[config.mk]
export PLATFORM = sky130hd
export DESIGN_NAME = the_clock_24h
export DESIGN_NICKNAME = d
export VERILOG_FILES = /design/src/rtl/the_clock_pkg.sv /design/src/rtl/the_tick_gen.sv /design/src/rtl/the_clock_24h.sv
export SDC_FILE = /design/constraint.sdc
export NUM_CORES = 1
export LEC_CHECK = 0
export ABC_AREA = 1
export CORE_UTILIZATION = 40
export DETAILED_ROUTE_END_ITERATION = 16
export GPL_ROUTABILITY_DRIVEN = 0
export HOLD_SLACK_MARGIN = 0.06
export MAX_ROUTING_LAYER = met4
export PLACE_DENSITY = 0.67
export SETUP_SLACK_MARGIN = 0.1
export SYNTH_ARGS = -nofsm -noshare
export SYNTH_HDL_FRONTEND = slang
export SYNTH_SLANG_ARGS = --single-unit
[constraint.sdc]
create_clock -name clk -period 7.23 [get_ports clk]
set_clock_uncertainty 0.15 [all_clocks]
set_input_delay 2.169 -clock clk [delete_from_list [all_inputs] [get_ports clk]]
set_output_delay 2.169 -clock clk [all_outputs]
set_load 0.02 [all_outputs]
[src/rtl/the_clock_pkg.sv]
// Shared widths and types for the 24-hour seconds-of-day counter.
// Pure declarations: no latency, no flow control.
package the_clock_pkg;
    localparam int unsigned TIME_W          = 24;
    localparam int unsigned SECONDS_PER_DAY = 86400;

    typedef logic [TIME_W-1:0] tod_t;
endpackage

[src/rtl/the_tick_gen.sv]
// Prescaler: divides clk down to a one-cycle sec_tick every TICKS_PER_SEC cycles.
// Latency: sec_tick is high during the last count (TICKS_PER_SEC-1) after a clear/reset.
// Backpressure: none; free-running, clear restarts the count at 0.
module the_tick_gen #(
    parameter int unsigned TICKS_PER_SEC = 100_000_000
) (
    input  logic clk,
    input  logic reset,
    input  logic clear,
    output logic sec_tick
);
    localparam int unsigned CNT_W = (TICKS_PER_SEC > 1) ? $clog2(TICKS_PER_SEC) : 1;
    localparam logic [CNT_W-1:0] CNT_LAST = CNT_W'(TICKS_PER_SEC - 1);

    logic [CNT_W-1:0] cnt;

    always_ff @(posedge clk or posedge reset) begin
        if (reset) begin
            cnt <= '0;
        end else if (clear || cnt == CNT_LAST) begin
            cnt <= '0;
        end else begin
            cnt <= cnt + CNT_W'(1);
        end
    end

    // Decoded from the count so the increment lands exactly TICKS_PER_SEC edges after a clear.
    assign sec_tick = (cnt == CNT_LAST);
endmodule

[src/rtl/the_clock_24h.sv]
// Seconds-of-day counter (0..SECONDS_PER_DAY-1) with change-detected load from time_in.
// Latency: a valid time_in change shows on time_out 1 cycle later; ticks advance it once per second.
// Backpressure: none; out-of-range loads are dropped, a load beats a coincident tick.
module the_clock_24h
    import the_clock_pkg::*;
#(
    parameter int unsigned TICKS_PER_SEC   = 100_000_000,
    parameter int unsigned SECONDS_PER_DAY = the_clock_pkg::SECONDS_PER_DAY
) (
    input  logic              clk,
    input  logic              reset,
    input  logic [TIME_W-1:0] time_in,
    output logic [TIME_W-1:0] time_out
);
    localparam tod_t DAY_LAST = tod_t'(SECONDS_PER_DAY - 1);

    tod_t time_in_q;
    logic load_req;
    logic load_ok;
    logic sec_tick;

    // Only a change is a request, so a held value is applied once and then lets the clock run.
    assign load_req = (time_in != time_in_q);
    assign load_ok  = load_req && (time_in <= DAY_LAST);

    the_tick_gen #(
        .TICKS_PER_SEC(TICKS_PER_SEC)
    ) u_tick_gen (
        .clk      (clk),
        .reset    (reset),
        .clear    (load_ok),
        .sec_tick (sec_tick)
    );

    always_ff @(posedge clk or posedge reset) begin
        if (reset) begin
            time_in_q <= '0;
            time_out  <= '0;
        end else begin
            time_in_q <= time_in;
            if (load_ok) begin
                time_out <= time_in;
            end else if (sec_tick) begin
                time_out <= (time_out >= DAY_LAST) ? '0 : time_out + tod_t'(1);
            end
        end
    end
endmodule

==> flow_summary.ini, run 1 <==
[setup_path]
reg2reg_depth = 9
cpLargestDelayFamily = simple AND/OR/NAND/NOR gates
critical_path.most_common_cell = nand2_1
cp.required_ns = 7.35
endpoint_kind = flip-flop
crit_buf_inv = 2
path_max_fanout = 35
start_kind = primary input
r2r-start = u_tick_gen.cnt[0]
worst_ep_arrival_time_ns = 4.18
path_cells = clkdlybuf4s50_1 -> inv_1 -> nand2_1 -> nand2_1 -> nor2_1 -> nand2_1 -> nor2_1 -> nand3_4 -> nand2_8 -> nand2_8 -> nand3_1 -> nand2_1
critical_path.max_stage_delay_ns = 0.58
path_class = in2reg
rrSetupSlack_ns = 4.88
rr_endpoint = time_out[16]
cp_slowest_cell = clkdlybuf4s50_1

[final_layout]
drive_above_1_share_pct = 6.97
final_common_cell = nand2_1
nets = 654
diodes = 0
final_util_pct = 49.5
area_growth_pct = 18.6
layout_common_cells = 126 x nand2_1, 110 x nor2_1, 79 x inv_1

[placement]
dp_hpwl_um = 7500
dpl_worst_slack_ns = 2.78
port_buffers = 49

[clocking]
insertion_delay_ns = 0.37
cts_tree = done
clockRootBuffer = clkbuf_8
numClockSinks = 75
clkTransAtPathRegs_ns = 0.08
cts_resized = 0
hold_buffers = 0
cts-htree-levels = 3
cts_inserted_buffers = 9
cts_buffer_depth = 2
post-cts-setup-buffers = 0

[sta]
setup_viol_count_final = 0
drv_slew = 0
hold_viol = 0
period_share_pct = 56.2
tightest_slew_ns = 0.626
fmax_mhz = 246
rsz0062_at_grt = false
tns_ns = 0
slew_headroom_pct = 58.2
timing.final.ws_setup_ns = 3.17
post-route-min-period_ns = 4.06

[global_routing]
overflow = 0
grt_max_degree = 49
grt_pass1_wl_um = 17000
first_global_vias = 3616
track_usage_pct = 20.0
antenna_found_initial = 0

[pwr]
netSwitchingFraction_pct = 31.0
power.total_mw = 1.06
pwr-share-clk_pct = 32.3
intPower_mw = 0.728
p_seq_share_pct = 47.5
power_density_mw_per_mm2 = 205
p_leak_nw = 2.40
share_comb_of_total_power_pct = 20.2
ir_worst_vdd_mv = 0.160
p_sw_mw = 0.328

[yosys]
synthMuxAreaShare_pct = 0
synth_cell_types = 29
syn-cell-area_mm2 = 0.00434
synth_top_family_by_area = simple AND/OR/NAND/NOR gates
yosys_warnings = 0
syn-num-nets = 600
synth_area_per_cell_um2 = 7.59
synth_compound_area_share_pct = 0.922
synthCells = 572
synthAdderAreaFrac_pct = 0.576
synth-simple-area-share_pct = 39.1
yosys.area_share.xor_xnor_pct = 7.46
synth-seq-cells = 75
ys_seq_area_share_pct = 43.2

[detailed_routing]
first_pass_iters = 4
drtAntennaViolNets = 0
vias = 3699
totalWireLength_um = 9880
drt_iter0_drc = 218
avgRoutedWirePerCell_um = 12.9
via_per_inst = 4.82
drc_errors = 0

[floorplanning]
coreArea_mm2 = 0.0104
placementRows = 37
ioPinCount = 50
die_h_um = 106
die_area_mm2 = 0.0113
initial_utilization_pct = 41.7
fp.dieW_um = 106

[worst_hold_path]
hp-start = time_out[20]
hold_path_end = time_out[20]
hold_depth = 2
holdCritPathClass = reg2reg

[flow_run]
drv_cap = 0

[outcome]
status = completed
cells by family (layout without fill, tap and decap cells):
| kind of cell | after synthesis | count (layout) |
|---|---|---|
| and+or+nand+nor | 361 | 361 |
| AOI/OAI and AO/OA | 8 | 8 |
| buffers and inverters | 89 | 148 |
| DFF | 75 | 75 |
| xor gates and xnor gates | 37 | 37 |
| adders and majority gates | 2 | 2 |
cell usage after synthesis, drive strengths merged:
master / n / share of area [%]
nand2: 129 / 12
nor2: 122 / 11
inv: 82 / 7.1
dfrtp: 75 / 43
nand3: 59 / 7.5
xor2: 33 / 6.7
nor3: 25 / 4.3
nand4: 16 / 2.3
buf: 7 / 1.7
nand3b: 7 / 1.2
a21oi: 5 / 0.58
xnor2: 4 / 0.81
o21ai: 3 / 0.35
ha: 2 / 0.58
nor3b: 2 / 0.35
nor4: 1 / 0.14
stage by stage:
stage	cells	instance area, um2	hold WS (ns)
3_3_place_gp	751	4940	0.355
2_1_floorplan	572	4340	0.319
3_5_place_dp	751	4940	0.362
6_report	767	5150	0.374
5_1_grt	767	5150	0.407
4_1_cts	767	5150	0.377
cell type report:
type	count	area (um2)
Timing Repair Buffer	50	498
Clock inverter	5	60.1
Fill cell	1017	5270
Inverter	82	308
Tap cell	136	170
Multi-Input combinational cell	408	2090
Clock buffer	11	151
Sequential cell	75	1880
worst max-delay path by stage:
stage	end	startpoint	slack (ns)	cells after the start
after floorplan	time_in_q[0]	reset	3.00	1
after global placement	time_out[3]	time_in[6]	2.84	12
after detailed placement	time_out[16]	time_in[6]	2.78	12
after CTS	time_out[16]	time_in[6]	3.16	12
after global routing	u_tick_gen.cnt[7]	time_in[14]	3.04	11
final	time_out[16]	time_in[6]	3.17	12
flip-flops by register name, summed over array words and instances, names as in the netlist:
name and flops:
u_tick_gen.cnt 27, time_in_q 24, time_out 24
power by group through the flow:
stage	Clock [mW]	Combinational [mW]	Sequential [mW]
2_1_floorplan	0	0.125	0.515
3_3_place_gp	0	0.211	0.508
3_5_place_dp	0	0.215	0.509
5_1_grt	0.368	0.243	0.508
6_report	0.341	0.214	0.502
4_1_cts	0.353	0.216	0.501
layer usage:
layer / up-vias / share of wire [%] / GRT usage [%]
li1: 1896 / - / -
met1: 1721 / 44 / 23.7
met2: 70 / 50 / 32.3
met3: 12 / 3.9 / 4.97
met4: 0 / 1.7 / 8.73
met5: - / 0 / -
worst register-to-register path, cell delays in order, from the launching register on:
cell	delay (ns)
dfrtp_1	0.42
ha_1	0.19
nand2_1	0.09
nor2_2	0.15
nand2_1	0.17
inv_1	0.28
nand3_4	0.29
nand2_8	0.36
nand3_1	0.12
nand2_1	0.08
Note: power is estimated with default switching activity, not from simulation.
==> run 2: changes to the inputs <==
--- a/config.mk
+++ b/config.mk
@@ -11,7 +11,7 @@
 export GPL_ROUTABILITY_DRIVEN = 0
 export HOLD_SLACK_MARGIN = 0.06
 export MAX_ROUTING_LAYER = met4
-export PLACE_DENSITY = 0.67
+export PLACE_DENSITY = 0.69
 export SETUP_SLACK_MARGIN = 0.1
 export SYNTH_ARGS = -nofsm -noshare
 export SYNTH_HDL_FRONTEND = slang
==> constraint.sdc (replaced) <==
create_clock -name clk -period 3.4 [get_ports clk]
set_clock_uncertainty 0.15 [all_clocks]
set_input_delay 1.02 -clock clk [delete_from_list [all_inputs] [get_ports clk]]
set_output_delay 1.02 -clock clk [all_outputs]
set_load 0.02 [all_outputs]
==> run 2 against run 1 <==
Net effect:
- clock power up 98%
- design area down 0.12%
- highest routed layer unchanged
- worst hold slack about the same
- routed wire length up 0.16%
- sequential power up 110%
- first-iteration DRC count up 5.0%
- cell count up 0.26%
- flip-flop and latch count unchanged
- non-clock buffer count up 3
- global-route usage down 0.20 points
==> flow_summary.ini, run 2 (synthesis results as in run 1) <==
[outcome]
status = completed

[global_routing]
grt_pass1_wl_um = 17100
track_usage_pct = 19.8
grt_max_degree = 51
antenna_found_initial = 0
overflow = 0
first_global_vias = 3740

[sta]
post-route-min-period_ns = 2.82
period_share_pct = 82.8
rsz0062_at_grt = false
slew_headroom_pct = 57.2
setup_viol_count_final = 0
tns_ns = 0
drv_slew = 0
hold_viol = 0
timing.final.ws_setup_ns = 0.583
tightest_slew_ns = 0.642
fmax_mhz = 355

[clocking]
hold_buffers = 0
cts_tree = done
clkTransAtPathRegs_ns = 0.08
cts-htree-levels = 3
clockRootBuffer = clkbuf_8
cts_inserted_buffers = 9
numClockSinks = 75
cts_buffer_depth = 2
cts_resized = 0
insertion_delay_ns = 0.35
post-cts-setup-buffers = 0

[detailed_routing]
drt_iter0_drc = 229
drc_errors = 0
first_pass_iters = 4
drtAntennaViolNets = 0
avgRoutedWirePerCell_um = 12.9
vias = 3703
via_per_inst = 4.82
totalWireLength_um = 9900

[placement]
dpl_worst_slack_ns = 0.203
port_buffers = 49
dp_hpwl_um = 7580

[final_layout]
area_growth_pct = 18.4
diodes = 0
reg_top3 = u_tick_gen.cnt x27, time_in_q x24, time_out x24
regMostFlops = u_tick_gen.cnt
largest_register_ffs = 27
final_util_pct = 49.4
layout_common_cells = 126 x nand2_1, 110 x nor2_1, 79 x inv_1
nets = 657
drive_above_1_share_pct = 7.11
final_common_cell = nand2_1

[setup_path]
worst_ep_arrival_time_ns = 2.91
start_kind = primary input
endpoint_kind = flip-flop
path_class = in2reg
cp.required_ns = 3.49
path_max_fanout = 35

[floorplanning]
die_h_um = 106
coreArea_mm2 = 0.0104
initial_utilization_pct = 41.7
die_area_mm2 = 0.0113
placementRows = 37
ioPinCount = 50
fp.dieW_um = 106

[pwr]
power_density_mw_per_mm2 = 428
ir_worst_vdd_mv = 0.227
power.total_mw = 2.20
p_leak_nw = 2.40

[flow_run]
drv_cap = 0

[worst_hold_path]
holdCritPathClass = reg2reg
-- run 2: per-layer routing --
| layer | wire length (um) | share of wire [%] | global-route usage [%] |
|---|---|---|---|
| met3 | 314 | 3.2 | 3.86 |
| met2 | 5020 | 51 | 33.5 |
| met1 | 4390 | 44 | 23.3 |
| met5 | 0 | 0 | - |
| met4 | 170 | 1.7 | 7.54 |
-- run 2: layout make-up --
cell class,instances,area (um2)
fillers,1028,5270
multi-input cells,408,2090
flip-flops and latches,75,1880
repair buffers,53,520
inverters,82,308
well taps,136,170
clock buffers,10,128
clock inverters,5,55.1
-- run 2: worst max-delay path, stage by stage --
cell and delay, ns:
clkdlybuf4s50_1 0.54, inv_1 0.09, nand2_1 0.06, nand2_1 0.04, nor2_1 0.13, nand2_1 0.06
nor2_1 0.19, nand3_4 0.17, nand2_8 0.19, nand2_8 0.20, nand3_1 0.13, nand2_1 0.06
-- run 2: final timing paths --
kind                            slack (ns)  cells past startpoint            endpoint         startpoint
worst max-delay path                  0.58                     12         time_out[3]         time_in[9]
min in group asynchronous             0.90                      3       time_in_q[16]              reset
worst min-delay path                  0.37                      2        time_out[19]       time_out[19]
max in group asynchronous             1.64                      3  u_tick_gen.cnt[26]              reset
worst min register to register        0.37                      2        time_out[19]       time_out[19]
worst max register to register        1.04                      9         time_out[3]  u_tick_gen.cnt[0]
-- run 2: report_power, final --
| part | switching, mW | internal (mW) | leakage (nW) |
|---|---|---|---|
| Sequential | 0.0923 | 0.974 | 0.939 |
| Combinational | 0.265 | 0.194 | 1.37 |
| Clock | 0.341 | 0.333 | 0.0881 |
| Total | 0.699 | 1.50 | 2.40 |
-- run 2: metrics by stage --
stage	hold WS, ns	std cells	cell area (um2)
after global routing	0.412	769	5140
after detailed placement	0.361	754	4960
final	0.374	769	5140
after global placement	0.351	754	4960
after floorplan	0.319	572	4340
after CTS	0.376	769	5140
==> run 3: changes to the inputs <==
--- a/config.mk
+++ b/config.mk
@@ -11,7 +11,7 @@
 export GPL_ROUTABILITY_DRIVEN = 0
 export HOLD_SLACK_MARGIN = 0.06
 export MAX_ROUTING_LAYER = met4
-export PLACE_DENSITY = 0.69
+export PLACE_DENSITY = 0.67
 export SETUP_SLACK_MARGIN = 0.1
 export SYNTH_ARGS = -nofsm -noshare
 export SYNTH_HDL_FRONTEND = slang
==> constraint.sdc (replaced) <==
create_clock -name clk -period 2.6 [get_ports clk]
set_clock_uncertainty 0.15 [all_clocks]
set_input_delay 0.78 -clock clk [delete_from_list [all_inputs] [get_ports clk]]
set_output_delay 0.78 -clock clk [all_outputs]
set_load 0.02 [all_outputs]
==> run 3 against run 2 <==
Net effect:
- flip-flop and latch count is the same
- clock power rose by 18%
- via count increased by 2.6%
- core utilization grew 1.9 points
- routed wire length decreased by 1.3%
- clock-buffer cell count is 2 higher
- critical endpoint is now time_out[8]
==> flow_summary.ini, run 3 (synthesis results as in run 1) <==
[global_routing]
grt_pass1_wl_um = 16600
overflow = 0
antenna_found_initial = 0
gr-usage-met2_pct = 33.3
grt_max_degree = 36
grt_use_met1_pct = 21.5
top_usage_layer = met2
use_met3_pct = 4.54
track_usage_pct = 19.3
first_global_vias = 3707

[sta]
setup_viol_count_final = 0
rsz0062_at_grt = true
fmax_mhz = 409
tightest_slew_ns = 0.506
post-route-min-period_ns = 2.44
timing.final.ws_setup_ns = 0.156
slew_headroom_pct = 66.2
hold_viol = 0
period_share_pct = 94.0
drv_slew = 0

[final_layout]
drive_above_1_share_pct = 11.1
nets = 679
final_common_cell = nand2_1
regMostFlops = u_tick_gen.cnt
reg_top3 = u_tick_gen.cnt x27, time_in_q x24, time_out x24
area_growth_pct = 23.1
largest_register_ffs = 27
layout_common_cells = 126 x nand2_1, 106 x nor2_1, 79 x inv_1
diodes = 0
fill_cells = 1017

[floorplanning]
ioPinCount = 50
coreArea_mm2 = 0.0104
die_area_mm2 = 0.0113
initial_utilization_pct = 41.7
placementRows = 37
fp.dieW_um = 106
die_h_um = 106

[clocking]
cts_inserted_buffers = 9
clockRootBuffer = clkbuf_8
cts-htree-levels = 3
cts_tree = done
clkTransAtPathRegs_ns = 0.08
numClockSinks = 75
insertion_delay_ns = 0.37
post-cts-setup-buffers = 0
cts_buffer_depth = 2

[setup_path]
startpoint = time_out[8]
path_cells = clkdlybuf4s50_1
start_kind = flip-flop
path_class = reg2out
crit_buf_inv = 1
rrSetupSlack_ns = 0.39
reg2reg_depth = 9
critical_path.max_stage_delay_ns = 0.66
endpoint_kind = output port
cp.required_ns = 1.67
worst_ep_arrival_time_ns = 1.51
r2r-start = u_tick_gen.cnt[0]
rr_endpoint = time_out[16]
path_max_fanout = 6
cp_slowest_cell = clkdlybuf4s50_1
cpLargestDelayFamily = buffers and inverters

[outcome]
status = completed

[flow_run]
drv_cap = 0

[detailed_routing]
drt_iter0_drc = 269
first_pass_iters = 5
drtAntennaViolNets = 0
avgRoutedWirePerCell_um = 12.3
vias = 3801
via_per_inst = 4.81
totalWireLength_um = 9770
drc_errors = 0

[worst_hold_path]
hold_depth = 1
hold_path_end = u_tick_gen.cnt[0]
hp-start = u_tick_gen.cnt[0]
holdCritPathClass = reg2reg

[pwr]
power.total_mw = 2.82
p_leak_nw = 2.50
ir_worst_vdd_mv = 0.373
power_density_mw_per_mm2 = 527

[placement]
dpl_worst_slack_ns = -0.279
dp_hpwl_um = 7590
port_buffers = 49
[run 3: changes by cell type in the layout (fill, tap and decap cells not counted), moves of 2 or more]
| cell | previous run | this run |
|---|---|---|
| nor2_1 | 110 | 106 |
| clkinv_2 | 2 | 0 |
| buf_4 | 4 | 23 |
| dfrtp_1 | 75 | 73 |
| clkinv_4 | 0 | 2 |
| buf_12 | 0 | 2 |
| nor2_2 | 11 | 15 |
| dfrtp_2 | 0 | 2 |
[run 3: layout make-up]
| class | instances | area, um2 | area share (%) |
|---|---|---|---|
| Clock buffer | 12 | 145 | 2.71 |
| Sequential cell | 75 | 1880 | 35.1 |
| Clock inverter | 3 | 25.0 | 0.468 |
| Timing Repair Buffer | 75 | 714 | 13.4 |
| Inverter | 82 | 312 | 5.83 |
| Tap cell | 136 | 170 | 3.18 |
| Multi-Input combinational cell | 408 | 2100 | 39.3 |
[run 3: per-stage QoR]
stage	area, um2	util [%]	setup TNS, ns	std cells	hold WS, ns
after floorplan	4350	-	0	572	0.319
after global placement	5160	49.5	-9.66	776	0.350
after detailed placement	5160	49.5	-11.10	776	0.361
after CTS	5330	51.1	0	791	0.376
after global routing	5350	51.3	0	791	0.400
final	5350	51.3	0	791	0.370
[run 3: per-layer routing]
layer | up-vias | routed length (um) | share of wire [%]
met1 | 1765 | 4190 | 43
met2 | 73 | 5040 | 52
met5 | - | 0 | 0
met3 | 17 | 344 | 3.5
li1 | 1946 | - | -
met4 | 0 | 199 | 2.0
[run 3: power by group]
group          leakage (nW)  internal, mW  switching [mW]
Combinational          1.48         0.277           0.346
Sequential            0.936          1.28           0.120
Clock                0.0826         0.371           0.427
Total                  2.50          1.92           0.893
[run 3: repair_timing]
| action | 4_1_cts | 5_1_grt |
|---|---|---|
| setup endpoints to repair | 0 | 50 |
| hold buffers | 0 | 0 |
| gates resized for setup | 0 | 8 |
[run 3: worst max-delay path by stage]
stage                                     to  slack (ns)  cells after the start
after global placement           time_out[3]       -0.25                     12
after CTS                       time_out[11]        0.11                      1
after floorplan           u_tick_gen.cnt[13]        0.53                      9
after detailed placement        time_out[16]       -0.28                     13
after global routing       u_tick_gen.cnt[7]        0.07                     11
final                            time_out[8]        0.16                      1
